===== src/rtl/mac_pkg.sv =====
// Shared types and defaults for the MAC serial front/back end.
//   mac_io_state_e : controller states of mac_serial_io
//   OP_W_DEF       : default operand width
//   RES_W_DEF      : default accumulator result width
//   FRAME_W        : serial result frame width (result plus carry)
package mac_pkg;

    localparam int unsigned OP_W_DEF  = 8;
    localparam int unsigned RES_W_DEF = 20;
    localparam int unsigned FRAME_W   = RES_W_DEF + 1;

    typedef enum logic [2:0] {
        StIdle,
        StShiftIn,
        StStart,
        StWaitFin,
        StShiftOut,
        StDone
    } mac_io_state_e;

    // Counter width able to hold 0..n-1, never narrower than one bit.
    function automatic int unsigned cnt_width(input int unsigned n);
        return (n > 1) ? $clog2(n) : 1;
    endfunction

endpackage


===== src/rtl/mac_serial_io_if.sv =====
// Pin/controller-side signals of mac_serial_io.
//   master : environment side (serial pins, MAC controller, result sink)
//   slave  : mac_serial_io itself
interface mac_serial_io_if import mac_pkg::*; #(
    parameter int unsigned OP_W  = OP_W_DEF,
    parameter int unsigned RES_W = RES_W_DEF
);
    logic             ser_a_in;
    logic             ser_b_in;
    logic             in_valid;
    logic [OP_W-1:0]  op_a;
    logic [OP_W-1:0]  op_b;
    logic             input_done;
    logic             start_out;
    logic             finish_in;
    logic [RES_W-1:0] mac_res_in;
    logic             mac_carry_in;
    logic             ser_out;
    logic             ser_out_valid;
    logic             ser_out_ready;
    logic             out_done;
    logic             timeout_err;
    logic             busy;

    modport master (
        output ser_a_in, ser_b_in, in_valid, finish_in, mac_res_in, mac_carry_in, ser_out_ready,
        input  op_a, op_b, input_done, start_out, ser_out, ser_out_valid, out_done,
               timeout_err, busy
    );

    modport slave (
        input  ser_a_in, ser_b_in, in_valid, finish_in, mac_res_in, mac_carry_in, ser_out_ready,
        output op_a, op_b, input_done, start_out, ser_out, ser_out_valid, out_done,
               timeout_err, busy
    );
endinterface


===== src/rtl/mac_piso_shifter.sv =====
// Parallel-load, LSB-first shifter with bit counter.
//   load/load_data : capture a new frame, counter cleared
//   shift_en       : advance one bit (sink accepted ser_bit)
//   ser_bit        : current bit (shreg[0])
//   last           : current bit is the final bit of the frame
module mac_piso_shifter import mac_pkg::*; #(
    parameter int unsigned WIDTH = FRAME_W
) (
    input  logic             clk,
    input  logic             reset_n,
    input  logic             load,
    input  logic [WIDTH-1:0] load_data,
    input  logic             shift_en,
    output logic             ser_bit,
    output logic             last
);
    localparam int unsigned CntW = cnt_width(WIDTH);

    logic [WIDTH-1:0] shreg_q;
    logic [CntW-1:0]  bcnt_q;

    always_ff @(posedge clk or negedge reset_n) begin
        if (!reset_n) begin
            shreg_q <= '0;
            bcnt_q  <= '0;
        end else if (load) begin
            shreg_q <= load_data;
            bcnt_q  <= '0;
        end else if (shift_en) begin
            shreg_q <= {1'b0, shreg_q[WIDTH-1:1]};
            bcnt_q  <= bcnt_q + 1'b1;
        end
    end

    assign ser_bit = shreg_q[0];
    assign last    = (bcnt_q == CntW'(WIDTH - 1));

endmodule


===== src/rtl/mac_serial_io.sv =====
// Bit-serial front/back end for the 8x8 MAC datapath.
//   clk, reset_n : clock, asynchronous active-low reset
//   io (slave)   : serial operand inputs (MSB first) -> op_a/op_b, input_done, start_out;
//                  finish_in rising edge captures {carry, result} and shifts it out
//                  LSB first on ser_out under ser_out_valid/ser_out_ready;
//                  out_done, timeout_err pulses; busy outside IDLE.
module mac_serial_io import mac_pkg::*; #(
    parameter int unsigned OP_W    = OP_W_DEF,
    parameter int unsigned RES_W   = RES_W_DEF,
    parameter int unsigned TIMEOUT = 1024
) (
    input  logic          clk,
    input  logic          reset_n,
    mac_serial_io_if.slave io
);
    localparam int unsigned CntW  = cnt_width(OP_W);
    localparam int unsigned WcntW = cnt_width(TIMEOUT);
    localparam bit          TmoEn = (TIMEOUT != 0);

    mac_io_state_e   state_q;
    logic [OP_W-1:0] op_a_q;
    logic [OP_W-1:0] op_b_q;
    logic [CntW-1:0] cnt_q;
    logic [WcntW-1:0] wcnt_q;
    logic            finish_q;
    logic            start_q;
    logic            input_done_q;
    logic            out_done_q;
    logic            timeout_q;
    logic            valid_q;

    logic fin_edge;
    logic tmo_hit;
    logic sh_load;
    logic sh_shift;
    logic sh_bit;
    logic sh_last;

    // Only a fresh rising edge counts; finish_q is primed in START so a stale level is ignored.
    assign fin_edge = io.finish_in & ~finish_q;
    assign tmo_hit  = TmoEn && (wcnt_q == WcntW'(TIMEOUT - 1));
    assign sh_load  = (state_q == StWaitFin) && fin_edge;
    assign sh_shift = valid_q && io.ser_out_ready;

    mac_piso_shifter #(
        .WIDTH (RES_W + 1)
    ) u_piso (
        .clk       (clk),
        .reset_n   (reset_n),
        .load      (sh_load),
        .load_data ({io.mac_carry_in, io.mac_res_in}),
        .shift_en  (sh_shift),
        .ser_bit   (sh_bit),
        .last      (sh_last)
    );

    always_ff @(posedge clk or negedge reset_n) begin
        if (!reset_n) begin
            state_q      <= StIdle;
            op_a_q       <= '0;
            op_b_q       <= '0;
            cnt_q        <= '0;
            wcnt_q       <= '0;
            finish_q     <= 1'b0;
            start_q      <= 1'b0;
            input_done_q <= 1'b0;
            out_done_q   <= 1'b0;
            timeout_q    <= 1'b0;
            valid_q      <= 1'b0;
        end else begin
            start_q      <= 1'b0;
            input_done_q <= 1'b0;
            out_done_q   <= 1'b0;
            timeout_q    <= 1'b0;
            unique case (state_q)
                StIdle: begin
                    if (io.in_valid) begin
                        op_a_q  <= {op_a_q[OP_W-2:0], io.ser_a_in};
                        op_b_q  <= {op_b_q[OP_W-2:0], io.ser_b_in};
                        cnt_q   <= CntW'(1);
                        state_q <= StShiftIn;
                    end
                end
                StShiftIn: begin
                    if (io.in_valid) begin
                        op_a_q <= {op_a_q[OP_W-2:0], io.ser_a_in};
                        op_b_q <= {op_b_q[OP_W-2:0], io.ser_b_in};
                        if (cnt_q == CntW'(OP_W - 1)) begin
                            cnt_q   <= '0;
                            state_q <= StStart;
                        end else begin
                            cnt_q <= cnt_q + 1'b1;
                        end
                    end
                end
                StStart: begin
                    start_q      <= 1'b1;
                    input_done_q <= 1'b1;
                    finish_q     <= io.finish_in;
                    wcnt_q       <= '0;
                    state_q      <= StWaitFin;
                end
                StWaitFin: begin
                    finish_q <= io.finish_in;
                    if (fin_edge) begin
                        valid_q <= 1'b1;
                        state_q <= StShiftOut;
                    end else if (tmo_hit) begin
                        timeout_q <= 1'b1;
                        state_q   <= StIdle;
                    end else begin
                        wcnt_q <= wcnt_q + 1'b1;
                    end
                end
                StShiftOut: begin
                    if (io.ser_out_ready && sh_last) begin
                        valid_q    <= 1'b0;
                        out_done_q <= 1'b1;
                        state_q    <= StDone;
                    end
                end
                StDone: begin
                    state_q <= StIdle;
                end
                default: begin
                    state_q <= StIdle;
                end
            endcase
        end
    end

    assign io.op_a          = op_a_q;
    assign io.op_b          = op_b_q;
    assign io.input_done    = input_done_q;
    assign io.start_out     = start_q;
    assign io.ser_out       = valid_q & sh_bit;
    assign io.ser_out_valid = valid_q;
    assign io.out_done      = out_done_q;
    assign io.timeout_err   = timeout_q;
    assign io.busy          = (state_q != StIdle);

endmodule


===== src/flat_wrapper.sv =====
// flat-port wrapper written by rule: the top's interface ports become plain ports
module mac_serial_io_flat import mac_pkg::*;
#(
    parameter int unsigned OP_W    = OP_W_DEF,
    parameter int unsigned RES_W   = RES_W_DEF,
    parameter int unsigned TIMEOUT = 1024
)
  (clk, reset_n, io_ser_a_in, io_ser_b_in, io_in_valid, io_finish_in, io_mac_res_in, io_mac_carry_in, io_ser_out_ready, io_op_a, io_op_b, io_input_done, io_start_out, io_ser_out, io_ser_out_valid, io_out_done, io_timeout_err, io_busy);
  mac_serial_io_if #(.OP_W(OP_W), .RES_W(RES_W)) io_i ();
  input  logic clk;
  input  logic reset_n;
  input wire logic [$bits(io_i.ser_a_in)-1:0] io_ser_a_in;
  input wire logic [$bits(io_i.ser_b_in)-1:0] io_ser_b_in;
  input wire logic [$bits(io_i.in_valid)-1:0] io_in_valid;
  input wire logic [$bits(io_i.finish_in)-1:0] io_finish_in;
  input wire logic [$bits(io_i.mac_res_in)-1:0] io_mac_res_in;
  input wire logic [$bits(io_i.mac_carry_in)-1:0] io_mac_carry_in;
  input wire logic [$bits(io_i.ser_out_ready)-1:0] io_ser_out_ready;
  output wire logic [$bits(io_i.op_a)-1:0] io_op_a;
  output wire logic [$bits(io_i.op_b)-1:0] io_op_b;
  output wire logic [$bits(io_i.input_done)-1:0] io_input_done;
  output wire logic [$bits(io_i.start_out)-1:0] io_start_out;
  output wire logic [$bits(io_i.ser_out)-1:0] io_ser_out;
  output wire logic [$bits(io_i.ser_out_valid)-1:0] io_ser_out_valid;
  output wire logic [$bits(io_i.out_done)-1:0] io_out_done;
  output wire logic [$bits(io_i.timeout_err)-1:0] io_timeout_err;
  output wire logic [$bits(io_i.busy)-1:0] io_busy;
  assign io_i.ser_a_in = io_ser_a_in;
  assign io_i.ser_b_in = io_ser_b_in;
  assign io_i.in_valid = io_in_valid;
  assign io_i.finish_in = io_finish_in;
  assign io_i.mac_res_in = io_mac_res_in;
  assign io_i.mac_carry_in = io_mac_carry_in;
  assign io_i.ser_out_ready = io_ser_out_ready;
  assign io_op_a = io_i.op_a;
  assign io_op_b = io_i.op_b;
  assign io_input_done = io_i.input_done;
  assign io_start_out = io_i.start_out;
  assign io_ser_out = io_i.ser_out;
  assign io_ser_out_valid = io_i.ser_out_valid;
  assign io_out_done = io_i.out_done;
  assign io_timeout_err = io_i.timeout_err;
  assign io_busy = io_i.busy;
  mac_serial_io #(.OP_W(OP_W), .RES_W(RES_W), .TIMEOUT(TIMEOUT)) u_core (.clk(clk), .reset_n(reset_n), .io(io_i));
endmodule

===== config.mk =====
export PLATFORM = sky130hd
export DESIGN_NAME = mac_serial_io_flat
export DESIGN_NICKNAME = d
export VERILOG_FILES = /design/src/rtl/mac_pkg.sv /design/src/rtl/mac_serial_io_if.sv /design/src/rtl/mac_piso_shifter.sv /design/src/rtl/mac_serial_io.sv /design/src/flat_wrapper.sv
export SDC_FILE = /design/constraint.sdc
export NUM_CORES = 1
export LEC_CHECK = 0
export CAP_MARGIN = 20
export CORE_MARGIN = 4
export CORE_UTILIZATION = 53
export DETAILED_ROUTE_END_ITERATION = 7
export PLACE_DENSITY_LB_ADDON = 0.25
export SYNTH_ARGS = -nofsm -noshare
export SYNTH_HDL_FRONTEND = slang
export SYNTH_SLANG_ARGS = --single-unit

===== constraint.sdc =====
create_clock -name clk -period 1.7 [get_ports clk]
set_input_delay 0.255 -clock clk [delete_from_list [all_inputs] [get_ports clk]]
set_output_delay 0.255 -clock clk [all_outputs]
set_load 0.02 [all_outputs]

After elaboration in Yosys (flattened, before gate mapping):

Cells that the tools add are included.

* $add $sub $neg: 3
* equal/unequal tests: 15
* mux-type cells: 26
* bitwise logic cells: 3
* reductions and logical operators: 16

Operators by type and width (count)
* two-way mux 21 bit: 2
* two-way mux 3 bit: 8
* two-way mux 10 bit: 2
* one-hot mux 10 bit (2 select lines): 1
* one-hot mux 3 bit (5 select lines): 1
* adder 10 x 1 -> 10 bit (second input constant): 1
* equality test 10 bit (second input constant): 1
* two-way mux 5 bit: 2
* AND reduction 3 bit: 3
* two-way mux 1 bit: 8
* inequality test 2 bit (second input constant): 4
* nonzero test 2 bit: 4
* equality test 3 x 2 -> 1 bit (second input constant): 2
* equality test 3 bit (second input constant): 2
* inequality test 2 x 1 -> 1 bit (second input constant): 3
* one-hot mux 3 bit (2 select lines): 1
* adder 5 x 1 -> 5 bit (second input constant): 1
* equality test 5 bit (second input constant): 1
* AND reduction 5 bit: 1
* OR reduction 2 bit: 2
* adder 3 x 1 -> 3 bit (second input constant): 1
* equality test 3 x 1 -> 1 bit (second input constant): 1
* logical AND 1 bit: 3
* zero test 3 bit: 1
* other kinds (6): 7

* bits in registers: 63
* input port bits: 28

Depth between registers and ports, before layout:

Gate-level depths: netlist (run 1).

* depth in word-level cells: 4
* depth in mapped cells: 8

Hierarchy:

Synthesis (run 1) repeated with hierarchy kept, for this count alone.

* cell total of the unflattened synthesis: 267
* area, all modules: 3022.9 um2

Modules (own cells, without submodules)
* mac_serial_io: times used 1, cells each 150, area an instance 1759.2 um2
* mac_piso_shifter: times used 1, cells each 117, area an instance 1263.7 um2

Worst setup path before layout (run 1):

OpenSTA, ideal clock, no wires.

* path type: register -> register
* start: register u_core.wcnt_q[0]
* end: register u_core.state_q[0]
* setup time: 0.124 ns
* arrival time: 1.480 ns
* required time: 1.576 ns
* path slack: 0.096 ns
* stages on the path, launching flop included: 7
* path through: dfrtp_1 -> ha_1 -> nand3_1 -> o31ai_4 -> buf_6 -> nor2_2 -> a211o_1

* longest elaborated chain between the ends: 3

Ends and longest elaborated chain
* start, declared: RTL line mac_serial_io.sv:24 `logic [WcntW-1:0] wcnt_q;`
* start signal, assigned: RTL line mac_serial_io.sv:112 `wcnt_q <= wcnt_q + 1'b1;`
* equality test 10 bit: RTL line mac_serial_io.sv:41 `assign tmo_hit = TmoEn && (wcnt_q == WcntW'(TIMEOUT - 1));`
* inequality test 3 x 1 -> 1 bit (no source line)
* AND reduction 5 bit (no source line)
* end signal, assigned: RTL line mac_serial_io.sv:59 `state_q <= StIdle;`
* end signal, assigned: RTL line mac_serial_io.sv:81 `state_q <= StShiftIn;`
* end signal, assigned: RTL line mac_serial_io.sv:90 `state_q <= StStart;`
* end, declared: RTL line mac_serial_io.sv:20 `mac_io_state_e state_q;`

Every way passes these cells.
A chain may end at the register's enable or synchronous reset.

Worst setup path after layout (run 1):

* start: register u_core.state_q[2]
* end: output io_busy

* longest elaborated chain between the ends: 1

Ends and longest elaborated chain
* nonzero test 3 bit: RTL line mac_serial_io.sv:140 `assign io.busy = (state_q != StIdle);`
* end, declared: RTL line flat_wrapper.sv:27 `output wire logic [$bits(io_i.busy)-1:0] io_busy;`

Every way passes these cells.

==> results of run 1 <==
-- path summary, 6_finish.rpt --
path / start / endpoint / slack (ns) / cells past startpoint
max in group asynchronous: reset_n / u_core.io.op_a[6] / 0.97 / 3
min: reset_n / u_core.u_piso.shreg_q[17] / 0.45 / 3
min reg2reg: u_core.finish_q / u_core.finish_q / 0.50 / 2
max: u_core.state_q[2] / io_busy / 0.05 / 2
max reg2reg: u_core.wcnt_q[0] / u_core.wcnt_q[0] / 0.11 / 6
min in group clk: io_mac_carry_in / u_core.u_piso.shreg_q[20] / 0.46 / 3
-- worst max-delay path, cell delays in order, from the launching register on --
cell             delay (ns)
dfrtp_1                0.40
or3_1                  0.40
clkdlybuf4s15_2        0.27
-- cell families after synthesis --
| family | Yosys count | synth area share |
|---|---|---|
| buffers and inverters | 24 | 0.0464 |
| multiplexers | 39 | 0.136 |
| flip-flops | 63 | 0.522 |
| XOR/XNOR | 4 | 0.0116 |
| AND/OR/NAND/NOR | 97 | 0.162 |
| AO/OA/AOI/OAI | 48 | 0.102 |
| adder cells (fa/ha/maj) | 5 | 0.0207 |
-- what timing repair did --
item | 4_1_cts | 5_1_grt
pin swaps | 1 | 0
endpoints found under the hold margin | 63 | 0
buffers inserted | 1 | 0
endpoints found under the setup margin | 5 | 4
gates resized for setup | 4 | 2
hold buffers | 1 | 0
-- cell type report --
cell class / instances / area [µm²]
Timing Repair Buffer: 67 / 688
Clock inverter: 4 / 45.0
Fill cell: 428 / 1630
Clock buffer: 12 / 145
Sequential cell: 63 / 1580
Multi-Input combinational cell: 193 / 1310
Tap cell: 72 / 90.1
Inverter: 5 / 18.8
-- per-layer routing --
metal,track usage,vias to the layer above,routed length (µm)
met3,0.0503,9,308
li1,-,1104,-
met4,0.0877,0,118
met2,0.311,50,2900
met5,0,-,0
met1,0.248,1109,2790
-- layout by cell type, fill, tap and decap left out, drive strengths merged, types with 3 or more instances in the layout --
| cell type | synthesis | routed |
|---|---|---|
| a21oi | 7 | 7 |
| and2 | 4 | 4 |
| nand2b | 6 | 6 |
| buf | 17 | 17 |
| o21ai | 26 | 26 |
| nand3 | 14 | 14 |
| ha | 5 | 5 |
| nor3 | 3 | 3 |
| clkinv | 0 | 3 |
| dfrtp | 63 | 63 |
| inv | 5 | 5 |
| clkdlybuf4s50 | 0 | 47 |
| nor2 | 9 | 9 |
| nand4 | 4 | 4 |
| mux2 | 16 | 16 |
| xor2 | 3 | 3 |
| mux2i | 23 | 23 |
| a2111o | 3 | 3 |
| clkbuf | 2 | 12 |
| nand2 | 45 | 45 |
-- power by group through the flow --
stage	registers, mW	logic, mW	clock network (mW)
after floorplan	2.77	1.40	0
after detailed placement	2.61	2.59	0
after global routing	2.70	2.90	1.35
after global placement	2.58	2.51	0
after CTS	2.60	2.63	1.29
final	2.60	2.60	1.27
-- sequential cells by signal, summed over array words and instances (netlist names) --
| register | cells |
|---|---|
| u_core.state_q | 3 |
| u_core.u_piso.shreg_q | 21 |
| u_core.finish_q | 1 |
| u_core.io.timeout_err | 1 |
| u_core.u_piso.bcnt_q | 5 |
| u_core.io.ser_out_valid | 1 |
| u_core.io.start_out | 1 |
| u_core.wcnt_q | 10 |
| u_core.io.out_done | 1 |
| u_core.io.op_a | 8 |
| u_core.io.op_b | 8 |
| u_core.cnt_q | 3 |
-- per-stage QoR --
step                      utilization  power, mW  worst slack [ns]  hold WS (ns)  instance area (µm²)
after global placement          0.663       5.09            0.0301         0.294                 3650
after floorplan                     -       4.17            0.0961       -0.0406                 3020
after global routing            0.704       6.95           0.00526         0.466                 3880
after detailed placement        0.663       5.20            0.0180         0.291                 3650
final                           0.704       6.47            0.0505         0.449                 3880
after CTS                       0.703       6.51            0.0213         0.450                 3870
==> impl_results.md, run 1 <==
* Initial antenna violation count at 0
* Final cell count without fillers at 416
* Setup crit end kind: output port
* Vias at ~2300
* DRT Pass-1 Iters at 4
* DR iter-0 viols at 162
* Post-Synthesis Net Count at 313
* Synth area leaders: dfrtp_1, mux2i_1, mux2_2
* Nets at 372
* FFs w/ async S/R, synth at 1.00
* Slew Limit Fails at 0
* Later-pin clock latency in the skew report at ~0.34 ns
* Core box area at 5510 µm²
* Cell Rows at 27
* Max_cap viols at 0
* Gpl congestion at between 0.8 and 0.9
* Logic pwr share at 0.402
* Die height at around 84 µm
* Number of placed cells counting well taps at 398
* IO Port Bufs at 50
* Total Routed Length at 6.12 mm
* Clk slew on worst S/H paths at 0.07 ns
* Routed WL per cell at 14.7 µm
* H-tree depth at 3
* Worst slew margin at 0.697
* Max Freq at 606 MHz
* Yosys Warn Count at 0
* Clock Skew at 0.00964 ns
* Number of synthesized register bits at 63
* Leak at 1.73 nW
* Gr ovfl total at 0
* Root buf cell: clkbuf_8
* Mean area per synthesized cell at between 10 and 15 µm²
* CTS buffer count at 9
* Power per cell area at 1670 nW/µm²
* Share of cells above drive strength 1 at 0.163
* Setup TNS at 0 ns
* EDFF count, synth at 0
* First-pass GRT wire length at 11.0 mm
* RSZ-0062 raised after global routing: no
* Critical path peak fanout at 3
* Final setup violation count at 0
* Internal at between 4 and 5 mW
* Count leader, synth: dfrtp_1
* Crit path required time at 1.44 ns
* DPL Wire Length at 4.11 mm
* Worst-Margin Slew at 0.449 ns
* Post-route minimum period at 1.65 ns
* Maximum buffer depth of the clock tree at 2
* NetSw at between 2 and 2.5 mW
* Clock Power Share at 0.196
* Kind of critical path: reg -> out
* Initial core utilization at 0.549
* Antenna cells at 0
* Run status: finished, final reports clean
* Post-Synthesis Cells at 280
* GRT Overall Usage at 0.194
* Post-synth top area share at 0.522
* Largest net degree at the start of global routing at 64
* Arr. time, crit path at 1.39 ns
* Sequential area share after synthesis at 0.522
* Via-to-Cell Ratio at 5.46
* Crit share post-route at 0.970
* Synthesized area at 3020 µm²
* Final Hold Viols at 0
* CTS tree: done
* Ys flop type: dfrtp_1
* Switch share at 0.356
* Crit start category: flip-flop
* Unique masters post-synth at 45
* Antenna viol nets, final at 0
* Clock sink total at 63
* Sequential share of power at 0.402
* Highest ir drop seen on vdd at 1.17 mV
* I/O pin cnt at 51
* Area delta synth->final at 28.2%
* DRC viols at 0
* Worst hold path class: in -> async
* Full die area at around 7000 µm²
* Synth top cells by count: dfrtp_1, nand2_1, mux2i_1
* Vias in the first global route at 2364
* Die X-Extent at 83.5 µm
* Area leader, netlist: dfrtp_1
(Power assumes the default switching activity.)
==> run 2, diff against run 1 <==
--- a/config.mk
+++ b/config.mk
@@ -6,6 +6,7 @@
 export NUM_CORES = 1
 export LEC_CHECK = 0
 export CAP_MARGIN = 20
+export CORE_ASPECT_RATIO = 1.25
 export CORE_MARGIN = 4
 export CORE_UTILIZATION = 53
 export DETAILED_ROUTE_END_ITERATION = 7
==> impl_results.md, run 2 (synthesis gave the netlist of run 1 again) <==
* Antenna viol nets, final at 0 (unchanged)
* Total chip power at 6.56 mW (was 6.47 mW)
* Crit path max-delay family: compound AO/OA/AOI/OAI gates (was flip-flops)
* Regs by FF count: u_core.u_piso.shreg_q: 21 flops, u_core.wcnt_q: 10 flops (unchanged)
* Commonest non-fill, non-tap cell in the layout: dfrtp_1 (unchanged)
* Slew Limit Fails at 0 (unchanged)
* Clk slew on worst S/H paths at 0.07 ns (about the same)
* Gpl congestion at 0.893 (was 0.808)
* Core box area at 5480 µm² (was 5510 µm²)
* Area after DPL at 3670 µm² (was 3650 µm²)
* Via-to-Cell Ratio at 5.47 (was 5.46)
* Gr ovfl total at 0 (unchanged)
* Die height at 92.4 µm (was 83.5 µm)
* Later-pin clock latency in the skew report at 0.34 ns (about the same)
* Most frequent cells in the layout: dfrtp_1, clkdlybuf4s50_1, nand2_1 (unchanged)
* Die X-Extent at 75.6 µm (was 83.5 µm)
* Crit path required time at 1.96 ns (was 1.44 ns)
* Number of flip-flops in the largest register at 21 (unchanged)
* Kind of critical path: reg -> reg (was reg -> out)
* Root buf cell: clkbuf_8 (unchanged)
* Final Hold Viols at 0 (unchanged)
* Clock sink total at 63 (unchanged)
* Crit share post-route at 0.962 (was 0.970)
* R2r worst-path depth at 5 (was 6)
* Highest ir drop seen on vdd at 1.14 mV (was 1.17 mV)
* Reg2Reg Capture Point: u_core.wcnt_q[6] (was u_core.wcnt_q[0])
* DPL Wire Length at 4.27 mm (was 4.11 mm)
* Top reg by flops: u_core.u_piso.shreg_q (unchanged)
* CP Cell Sequence: buf_4, and4b_2, nand3_2, a2111o_1, o21ai_1 (was or3_1, clkdlybuf4s15_2)
* Routed WL per cell at 14.8 µm (was 14.7 µm)
* Crit path largest cell delay at 0.42 ns (was 0.40 ns)
* Leak at 1.76 nW (was 1.73 nW)
* Critical path peak fanout at 6 (was 3)
* RSZ-0062 raised after global routing: yes (was no)
* DR iter-0 viols at 118 (was 162)
* Run status: finished, final reports clean (unchanged)
* CTS tree: done (unchanged)
* Vias at 2254 (was 2272)
* Maximum buffer depth of the clock tree at 2 (unchanged)
* Vias in the first global route at 2341 (was 2364)
* Antenna cells at 0 (unchanged)
* Largest net degree at the start of global routing at 48 (was 64)
* Hold WS at 0.403 ns (was 0.449 ns)
* Initial core utilization at 0.552 (was 0.549)
* DRC viols at 0 (unchanged)
* Final setup violation count at 0 (unchanged)
* Total Routed Length at 6.10 mm (was 6.12 mm)
* Setup crit end kind: flip-flop (was output port)
* Clock Skew at 0.00568 ns (was 0.00964 ns)
* Crit start category: flip-flop (unchanged)
* Worst-Margin Slew at 0.475 ns (was 0.449 ns)
* Final instance area at 3930 µm² (was 3880 µm²)
* CTS buffer count at 9 (unchanged)
* Worst path slowest cell: dfrtp_1 (unchanged)
* Nets at 376 (was 372)
* GRT Overall Usage at 0.199 (was 0.194)
* R2R Setup Slk at 0.06 ns (was 0.11 ns)
* Worst Path Buf+Inv at 1 (unchanged)
* IO Port Bufs at 50 (unchanged)
* Final core utilization at 0.717 (was 0.704)
* Area delta synth->final at 29.9% (was 28.2%)
* Worst hold path class: in -> async (unchanged)
* Max_cap viols at 0 (unchanged)
* I/O pin cnt at 51 (unchanged)
* Arr. time, crit path at 1.90 ns (was 1.39 ns)
* Initial antenna violation count at 0 (unchanged)
* Worst R2R Start: u_core.state_q[2] (was u_core.wcnt_q[0])
* First-pass GRT wire length at 10.6 mm (was 11.0 mm)
* Share of cells above drive strength 1 at 0.181 (was 0.163)
* H-tree depth at 3 (unchanged)
* Post-route minimum period at 1.64 ns (was 1.65 ns)
* Full die area at 6980 µm² (about the same)
* Max Freq at 612 MHz (was 606 MHz)
* Power per cell area at 1670 nW/µm² (about the same)
* Critical path depth in cells at 5 (was 2)
* Worst slew margin at 0.683 (was 0.697)
* Cell Rows at 30 (was 27)
* DRT Pass-1 Iters at 4 (unchanged)
==> run 2: metal layers <==
metal | vias to the layer above | track usage | routed length (µm)
li1 | 1117 | - | -
met1 | 1071 | 0.252 | 2680
met2 | 51 | 0.305 | 2970
met3 | 15 | 0.0641 | 309
met4 | 0 | 0.0918 | 148
met5 | - | 0 | 0
==> run 2: worst max-delay path by stage <==
stage | startpoint | end | slack, ns
after floorplan | u_core.wcnt_q[0] | u_core.state_q[0] | 0.1
after global placement | io_finish_in | u_core.wcnt_q[0] | 0.03
after detailed placement | io_finish_in | u_core.wcnt_q[6] | -0.002
after CTS | u_core.state_q[2] | io_busy | 0.03
after global routing | u_core.state_q[2] | u_core.wcnt_q[6] | -0.009
final | u_core.state_q[2] | u_core.wcnt_q[6] | 0.06
==> run 2: power breakdown <==
part,internal [mW],switching (mW)
clock network,0.793,0.550
logic,1.34,1.28
registers,2.13,0.468
==> run 2: final cells by class <==
class | count | area [µm²]
clock buffers | 13 | 169
clock inverters | 3 | 40.0
fillers | 404 | 1550
inverters | 5 | 18.8
repair buffers | 71 | 724
multi-input cells | 193 | 1320
flip-flops and latches | 63 | 1580
well taps | 64 | 80.1
==> run 2: metrics by stage <==
stage | worst slack [ns] | TNS [ns] | instances
finish | 0.0650 | 0 | 412
detailed placement | -0.00168 | -0.00168 | 393
CTS | 0.0320 | 0 | 410
global route | -0.00880 | -0.00880 | 412
global placement | 0.0304 | 0 | 393
floorplan | 0.0961 | 0 | 280
==> run 2: timing repair <==
item,4_1_cts,5_1_grt
hold buffers,1,0
endpoints found under the setup margin,3,9
pin swaps,0,1
buffers inserted,0,2
hold endpoints to repair,16,0
resized for setup,5,4
==> run 3, diff against run 2 <==
--- a/config.mk
+++ b/config.mk
@@ -7,7 +7,6 @@
 export LEC_CHECK = 0
 export CAP_MARGIN = 20
 export CORE_ASPECT_RATIO = 1.25
-export CORE_MARGIN = 4
 export CORE_UTILIZATION = 53
 export DETAILED_ROUTE_END_ITERATION = 7
 export PLACE_DENSITY_LB_ADDON = 0.25
==> impl_results.md, run 3 (synthesis gave the netlist of run 1 again) <==
* Nets at 374 (was 376)
* Crit share post-route at 0.956 (was 0.962)
* Arr. time, crit path at 1.37 ns (was 1.90 ns)
* Full die area at 6010 µm² (was 6980 µm²)
* Area delta synth->final at 30.5% (was 29.9%)
* Switch share at 0.338 (was 0.350)
* Initial antenna violation count at 0 (unchanged)
* Worst path slowest cell: clkdlybuf4s50_1 (was dfrtp_1)
* Clk slew on worst S/H paths at 0.07 ns (about the same)
* Antenna viol nets, final at 0 (unchanged)
* Number of flip-flops in the largest register at 21 (unchanged)
* DRC viols at 0 (unchanged)
* Final core utilization at 0.720 (was 0.717)
* Final Hold Viols at 0 (unchanged)
* Largest net degree at the start of global routing at 64 (was 48)
* Initial core utilization at 0.552 (unchanged)
* CP Cell Sequence: clkdlybuf4s50_1 (was buf_4, and4b_2, nand3_2, a2111o_1, o21ai_1)
* Max Freq at 615 MHz (was 612 MHz)
* Number of placed cells counting well taps at 392 (was 393)
* Vias in the first global route at 2156 (was 2341)
* Commonest non-fill, non-tap cell in the layout: dfrtp_1 (unchanged)
* Clock sink total at 63 (unchanged)
* Cell Rows at 30 (unchanged)
* Worst-Margin Slew at 0.386 ns (was 0.475 ns)
* Crit path max-delay family: buffers and inverters (was compound AO/OA/AOI/OAI gates)
* Crit path required time at 1.44 ns (was 1.96 ns)
* Power per cell area at 1730 nW/µm² (was 1670 nW/µm²)
* First-pass GRT wire length at 9.62 mm (was 10.6 mm)
* Highest ir drop seen on vdd at 1.15 mV (was 1.14 mV)
* Leak at 1.77 nW (was 1.76 nW)
* Final worst slack at 0.0751 ns (was 0.0650 ns)
* Worst hold path class: in -> async (unchanged)
* Top reg by flops: u_core.u_piso.shreg_q (unchanged)
* Internal at 4.51 mW (was 4.26 mW)
* Setup crit end kind: output port (was flip-flop)
* Worst slew margin at 0.740 (was 0.683)
* GRT Overall Usage at 0.206 (was 0.199)
* Final cell count without fillers at 410 (was 412)
* Critical path peak fanout at 5 (was 6)
* Core box area at 5480 µm² (unchanged)
* Kind of critical path: reg -> out (was reg -> reg)
* Regs by FF count: u_core.u_piso.shreg_q: 21 flops, u_core.wcnt_q: 10 flops (unchanged)
* Pre-CTS setup slack at 0.0282 ns (was -0.00168 ns)
* Most frequent cells in the layout: dfrtp_1, clkdlybuf4s50_1, nand2_1 (unchanged)
* Post-route minimum period at 1.62 ns (was 1.64 ns)
* Gpl congestion at 0.831 (was 0.893)
* RSZ-0062 raised after global routing: no (was yes)
* Final setup violation count at 0 (unchanged)
* DR iter-0 viols at 153 (was 118)
* Maximum buffer depth of the clock tree at 2 (unchanged)
* CTS tree: done (unchanged)
* Vias at 2252 (was 2254)
* NetSw at 2.30 mW (about the same)
* Run status: finished, final reports clean (unchanged)
* DRT Pass-1 Iters at 4 (unchanged)
* Routed WL per cell at 13.7 µm (was 14.8 µm)
* H-tree depth at 3 (unchanged)
* Share of cells above drive strength 1 at 0.173 (was 0.181)
* Antenna cells at 0 (unchanged)
* Via-to-Cell Ratio at 5.49 (was 5.47)
* Max_cap viols at 0 (unchanged)
* DPL Wire Length at 3.79 mm (was 4.27 mm)
* Die X-Extent at 69.6 µm (was 75.6 µm)
* I/O pin cnt at 51 (unchanged)
* Crit path largest cell delay at 0.62 ns (was 0.42 ns)
* Setup TNS at 0 ns (unchanged)
* Gr ovfl total at 0 (unchanged)
* Die height at 86.4 µm (was 92.4 µm)
* Slew Limit Fails at 0 (unchanged)
* Crit start category: flip-flop (unchanged)
* CTS buffer count at 9 (unchanged)
* Clock Power Share at 0.240 (was 0.205)
* Total Routed Length at 5.61 mm (was 6.10 mm)
* Clock Skew at 0.00583 ns (was 0.00568 ns)
* Logic pwr share at 0.377 (was 0.400)
* IO Port Bufs at 50 (unchanged)
* Root buf cell: clkbuf_8 (unchanged)
* Worst Path Buf+Inv at 1 (unchanged)
* Sequential share of power at 0.383 (was 0.396)
* Later-pin clock latency in the skew report at 0.34 ns (about the same)
## run 3: what timing repair did
item | in CTS | in global routing
resized for setup | 4 | 3
hold buffers | 1 | 0
endpoints found under the hold margin | 63 | 0
endpoints found under the setup margin | 2 | 7
pin swaps | 0 | 1
cloned | 0 | 0
buffers inserted | 0 | 1
## run 3: path summary, 6_finish.rpt
kind / slack [ns] / depth (start not counted) / from / endpoint
worst max-delay path: 0.08 / 1 / u_core.io.ser_out_valid / io_ser_out_valid
worst min-delay path: 0.43 / 3 / reset_n / u_core.u_piso.shreg_q[16]
worst max register to register: 0.12 / 6 / u_core.wcnt_q[0] / u_core.wcnt_q[0]
worst min register to register: 0.51 / 2 / u_core.finish_q / u_core.finish_q
max in group asynchronous: 0.98 / 3 / reset_n / u_core.wcnt_q[7]
min in group clk: 0.45 / 3 / io_mac_res_in[13] / u_core.u_piso.shreg_q[13]
## run 3: power groups by stage
| stage | clock network (mW) | registers (mW) | logic (mW) |
|---|---|---|---|
| 3_5_place_dp | 0 | 2.62 | 2.57 |
| 2_1_floorplan | 0 | 2.77 | 1.40 |
| 3_3_place_gp | 0 | 2.58 | 2.49 |
| 5_1_grt | 1.73 | 2.69 | 2.83 |
| 6_report | 1.63 | 2.60 | 2.57 |
| 4_1_cts | 1.66 | 2.60 | 2.57 |
## run 3: routing by layer
metal | routed length (µm) | up-vias | track usage | share of wire
met3 | 260 | 6 | 0.0570 | 0.046
met1 | 2560 | 1088 | 0.246 | 0.46
li1 | - | 1106 | - | -
met4 | 61 | 0 | 0.100 | 0.011
met5 | 0 | - | 0 | 0
met2 | 2730 | 52 | 0.344 | 0.49
## run 3: final cells by class
| cell class | count | area, µm² |
|---|---|---|
| sequential | 63 | 1580 |
| fill | 388 | 1540 |
| multi-input combinational | 193 | 1320 |
| timing repair buffer | 69 | 697 |
| clock buffer | 11 | 151 |
| clock inverter | 5 | 104 |
| tap | 64 | 80.1 |
| inverter | 5 | 18.8 |
## run 3: through the flow
| stage | instance area (µm²) | hold WS (ns) | power [mW] |
|---|---|---|---|
| 2_1_floorplan | 3020 | -0.0406 | 4.17 |
| 3_3_place_gp | 3650 | 0.295 | 5.07 |
| 3_5_place_dp | 3650 | 0.291 | 5.19 |
| 4_1_cts | 3920 | 0.445 | 6.83 |
| 5_1_grt | 3940 | 0.455 | 7.26 |
| 6_report | 3940 | 0.433 | 6.81 |
